## src/rtl/three2add_pkg.sv

```systemverilog
// Shared constants and helpers for the three2add carry-save compressor.
package three2add_pkg;

  localparam int THREE2ADD_N = 11;

  function automatic logic maj3(input logic x, input logic y, input logic z);
    return (x & y) | (x & z) | (y & z);
  endfunction

endpackage

```

## src/rtl/three2add_if.sv

```systemverilog
// Operand/result bundle for three2add; the optional sum port exists only when
// THREE2ADD_RESOLVE_EN is defined.
interface three2add_if #(
  parameter int n = three2add_pkg::THREE2ADD_N
);
  // Handshake: in_valid qualifies a/b/c/c_in for one cycle; there is no ready,
  // the compressor accepts a set every cycle and out_valid follows one cycle later.
  logic         in_valid;
  logic [n:0]   a;
  logic [n:0]   b;
  logic [n:0]   c;
  logic         c_in;
  logic         out_valid;
  logic [n+1:0] t;
  logic [n+1:0] s;
`ifdef THREE2ADD_RESOLVE_EN
  logic [n+2:0] sum;
`endif

  modport master (
    output in_valid, a, b, c, c_in,
`ifdef THREE2ADD_RESOLVE_EN
    input  sum,
`endif
    input  out_valid, t, s
  );

  modport slave (
    input  in_valid, a, b, c, c_in,
`ifdef THREE2ADD_RESOLVE_EN
    output sum,
`endif
    output out_valid, t, s
  );

endinterface

```

## src/rtl/three2add_fa_cell.sv

```systemverilog
// One-bit full adder: sum is the parity of the three inputs, carry their majority.
module three2add_fa_cell
  import three2add_pkg::*;
(
  input  logic x,
  input  logic y,
  input  logic z,
  output logic sum,
  output logic carry
);

  assign sum   = x ^ y ^ z;
  assign carry = maj3(x, y, z);

endmodule

```

## src/rtl/three2add.sv

```systemverilog
// Registered 3:2 carry-save compressor: t + s == a + b + c + c_in, one cycle latency.
// Define THREE2ADD_RESOLVE_EN to add a registered carry-propagated sum output.
module three2add
  import three2add_pkg::*;
#(
  parameter int n = THREE2ADD_N
) (
  input  logic        clk,
  input  logic        rst,
  three2add_if.slave  bus
);

  logic [n+1:0] s_nxt;
  logic [n+1:0] t_nxt;
  logic [n+1:0] s_q;
  logic [n+1:0] t_q;
  logic         out_valid_q;

  // Carry of bit i lands at weight i+1, freeing t[0] to carry c_in in for free.
  for (genvar i = 0; i <= n; i++) begin : g_fa
    three2add_fa_cell u_fa_cell (
      .x     (bus.a[i]),
      .y     (bus.b[i]),
      .z     (bus.c[i]),
      .sum   (s_nxt[i]),
      .carry (t_nxt[i+1])
    );
  end

  assign s_nxt[n+1] = 1'b0;
  assign t_nxt[0]   = bus.c_in;

  always_ff @(posedge clk) begin
    if (rst) begin
      t_q         <= '0;
      s_q         <= '0;
      out_valid_q <= 1'b0;
    end else begin
      out_valid_q <= bus.in_valid;
      if (bus.in_valid) begin
        t_q <= t_nxt;
        s_q <= s_nxt;
      end
    end
  end

  assign bus.t         = t_q;
  assign bus.s         = s_q;
  assign bus.out_valid = out_valid_q;

`ifdef THREE2ADD_RESOLVE_EN
  logic [n+2:0] sum_nxt;
  logic [n+2:0] sum_q;

  assign sum_nxt = {2'b00, bus.a} + {2'b00, bus.b} + {2'b00, bus.c}
                 + {{(n+2){1'b0}}, bus.c_in};

  always_ff @(posedge clk) begin
    if (rst) begin
      sum_q <= '0;
    end else if (bus.in_valid) begin
      sum_q <= sum_nxt;
    end
  end

  assign bus.sum = sum_q;
`endif

endmodule

```

## src/flat_wrapper.sv

```systemverilog
// flat-port wrapper written by rule: the top's interface ports become plain ports
module three2add_flat import three2add_pkg::*;
#(
  parameter int n = THREE2ADD_N
)
  (clk, rst, bus_in_valid, bus_a, bus_b, bus_c, bus_c_in, bus_out_valid, bus_t, bus_s);
  three2add_if #(.n(n)) bus_i ();
  input  logic clk;
  input  logic rst;
  input wire logic [$bits(bus_i.in_valid)-1:0] bus_in_valid;
  input wire logic [$bits(bus_i.a)-1:0] bus_a;
  input wire logic [$bits(bus_i.b)-1:0] bus_b;
  input wire logic [$bits(bus_i.c)-1:0] bus_c;
  input wire logic [$bits(bus_i.c_in)-1:0] bus_c_in;
  output wire logic [$bits(bus_i.out_valid)-1:0] bus_out_valid;
  output wire logic [$bits(bus_i.t)-1:0] bus_t;
  output wire logic [$bits(bus_i.s)-1:0] bus_s;
  assign bus_i.in_valid = bus_in_valid;
  assign bus_i.a = bus_a;
  assign bus_i.b = bus_b;
  assign bus_i.c = bus_c;
  assign bus_i.c_in = bus_c_in;
  assign bus_out_valid = bus_i.out_valid;
  assign bus_t = bus_i.t;
  assign bus_s = bus_i.s;
  three2add #(.n(n)) u_core (.clk(clk), .rst(rst), .bus(bus_i));
endmodule
```

## config.mk

```make
export PLATFORM = sky130hd
export DESIGN_NAME = three2add_flat
export DESIGN_NICKNAME = d
export VERILOG_FILES = /design/src/rtl/three2add_pkg.sv /design/src/rtl/three2add_if.sv /design/src/rtl/three2add_fa_cell.sv /design/src/rtl/three2add.sv /design/src/flat_wrapper.sv
export SDC_FILE = /design/constraint.sdc
export NUM_CORES = 1
export LEC_CHECK = 0
export CORE_AREA = 2 2 57 70
export DETAILED_ROUTE_END_ITERATION = 16
export DIE_AREA = 0 0 59 72
export MAX_ROUTING_LAYER = met4
export PLACE_DENSITY_LB_ADDON = 0.2
export SLEW_MARGIN = 20
export SYNTH_ARGS = -nofsm -noshare
export SYNTH_HDL_FRONTEND = slang
export SYNTH_SLANG_ARGS = --single-unit
export TNS_END_PERCENT = 30
```

## constraint.sdc

```tcl
create_clock -name clk -period 0.85 [get_ports clk]
set_input_delay 0.17 -clock clk [delete_from_list [all_inputs] [get_ports clk]]
set_output_delay 0.17 -clock clk [all_outputs]
set_load 0.05 [all_outputs]
```

==> impl_metrics.env <==
export IMPL_status="complete, but fails checks"
export IMPL_violations="setup timing"
export IMPL_clock_latency_ns=0.27
export IMPL_crit_fanout=2
export IMPL_fin_skew_ns=0
export IMPL_endpoint_kind="primary output"
export IMPL_final_common_cell="buf_12"
export IMPL_clkTransAtPathRegs_ns=0.09
export IMPL_cp_slowest_cell="dfxtp_2"
export IMPL_syn_to_final_growth_pct=79.8
export IMPL_yosys_warnings=0
export IMPL_first_iter_violations=5
export IMPL_nets=216
export IMPL_ys_ff_latch=26
export IMPL_maxSlewViolCount=0
export IMPL_period_needed_ns=0.948
export IMPL_io_buffers=65
export IMPL_std_cell_rows=24
export IMPL_synth_seq_area_share=0.438
export IMPL_root_buffer="clkbuf_8"
export IMPL_grt_overflow_total=0
export IMPL_routed_wirelength_mm=2.89
export IMPL_clock_sinks=26
export IMPL_critPathKind="reg2out"
export IMPL_cts_hold_buffers=0
export IMPL_cp_start_kind="flip-flop"
export IMPL_synthCells=97
export IMPL_avgSynthCellArea_um2=12.3
export IMPL_drc=0
export IMPL_die_width_um=59
export IMPL_synthDistinctLibCells=10
export IMPL_die_y_um=72
export IMPL_place_ws_ns=-0.612
export IMPL_core_um2=3540
export IMPL_grt_max_degree=15
export IMPL_hold_viol=0
export IMPL_leakagePower_nw=0.953
export IMPL_clock_fmax_mhz=1060
export IMPL_hp_class="in2reg"
export IMPL_layout_setup_ws_ns=-0.0977
export IMPL_grt_pass1_wl_mm=4.70
export IMPL_setup_viol=28
export IMPL_drtAntennaViolNets=0
export IMPL_synth_nets=149
export IMPL_cp_required_ns=0.68
export IMPL_powerDensity_nw_per_um2=1570
export IMPL_path_buf_inv=1
export IMPL_io_pins=67
export IMPL_n_antenna_cell=0
export IMPL_post_drt_wl_per_cell_um=14.4
export IMPL_gp_congestion=0.683
export IMPL_antenna_found_initial=0
export IMPL_total_power_w=0.00335
export IMPL_dr_pass1_iters=3
export IMPL_max_cap_violations=0
export IMPL_hpwl_mm=2.29
export IMPL_grt_pass1_vias=1051
export IMPL_peakVddDrop_uv=730
export IMPL_period_share=1.11
export IMPL_cts_inserted_buffers=3
export IMPL_dr_total_vias=935
export IMPL_seqPwrFrac=0.430
export IMPL_via_per_inst=4.65
export IMPL_cp_arrival_ns=0.78
export IMPL_clockPowerShare=0.209
export IMPL_grt_usage=0.151
export IMPL_power_frac_comb=0.360
export IMPL_layout_common_cells="buf_12, mux2i_1, nor2_1, dfxtp_2, clkdlybuf4s15_1"
export IMPL_p_int_w=0.00227
export IMPL_max_stage_delay_ns=0.37
export IMPL_drive_gt1_frac=0.488
export IMPL_cts_buffer_depth=2
export IMPL_cts_tree="done"
export IMPL_syn_area_um2=1190
export IMPL_crit_family="flip-flops"
export IMPL_die_area_um2=4250
export IMPL_htreeDepth=1
export IMPL_rsz0062_at_grt="true"
export IMPL_switching_share=0.320
export IMPL_fillCellCount=302
export IMPL_switchingPower_w=0.00107
export IMPL_start_util=0.335
export IMPL_worstPathCellList="buf_12"
-- routing by layer --
metal | vias to the layer above | wire [um] | GRT usage
li1 | 444 | - | -
met1 | 444 | 1050 | 0.163
met2 | 45 | 1610 | 0.278
met3 | 2 | 208 | 0.0285
met4 | 0 | 16 | 0.0379
met5 | - | 0 | -
-- cell usage after synthesis --
| cell | number | area, um^2 |
|---|---|---|
| buf_12 | 2 | 40.0 |
| buf_2 | 3 | 15.0 |
| buf_4 | 1 | 7.51 |
| buf_6 | 1 | 11.3 |
| conb_1 | 1 | 3.75 |
| dfxtp_1 | 26 | 521 |
| fa_1 | 12 | 240 |
| mux2i_1 | 25 | 250 |
| nor2_1 | 25 | 93.8 |
| nor2b_1 | 1 | 6.26 |
-- stage by stage --
step,instance area (um^2),setup TNS (ns),instances,hold WS (ns),util
floorplan,1190,-1.14,97,0.317,-
global placement,2110,-12.71,197,0.536,0.595
detailed placement,2110,-13.50,197,0.544,0.595
CTS,2160,-2.69,201,0.320,0.608
global route,2140,-3.30,201,0.351,0.603
finish,2140,-2.28,201,0.323,0.603
-- what timing repair did --
item | in CTS | in global routing
pin swaps | 23 | 5
endpoints found under the hold margin | 0 | 0
gates resized for setup | 123 | 9
setup buffers | 0 | 0
gates cloned | 1 | 0
setup endpoints to repair | 51 | 44
-- power by group through the flow --
stage,logic (W),registers [W],clock network [W]
2_1_floorplan,0.000270,0.00173,0
3_3_place_gp,0.00123,0.00144,0
3_5_place_dp,0.00126,0.00145,0
4_1_cts,0.00123,0.00144,0.000739
5_1_grt,0.00129,0.00145,0.000770
6_report,0.00121,0.00144,0.000700
-- registers in the layout, summed over array words and instances, names as in the netlist --
register              flops
u_core.bus.s             12
u_core.bus.t             13
u_core.bus.out_valid      1
-- path summary, 6_finish.rpt --
check	start	end	slack [ns]	cells after the start
setup reg to reg	u_core.bus.t[0]	u_core.bus.t[0]	0.21	2
setup / recovery	u_core.bus.s[6]	bus_s[6]	-0.1	1
hold reg to reg	u_core.bus.t[3]	u_core.bus.t[3]	0.53	2
hold / removal	bus_c[5]	u_core.bus.t[6]	0.32	4
-- cells by family (layout without fill, tap and decap cells) --
group                      Yosys count  count (layout)  share of synthesized area
and+or+nand+nor                     26              26                     0.0842
muxes                               25              25                      0.211
buffers and inverters                7              72                     0.0621
DFF                                 26              26                      0.438
other                                1               1                    0.00315
adders and majority gates           12              12                      0.202
-- tightest hold or removal path: stages --
cell,delay (ns)
clkbuf_2,0.09
fa_1,0.16
mux2i_1,0.07
nor2_1,0.07
-- layout make-up --
| type | instances | area [um^2] | area share |
|---|---|---|---|
| tap | 39 | 48.8 | 0.0228 |
| multi-input combinational | 64 | 594 | 0.278 |
| clock buffer | 3 | 41.3 | 0.0193 |
| sequential | 26 | 556 | 0.260 |
| timing repair buffer | 69 | 897 | 0.420 |
Power figures use the tool's default switching activity.
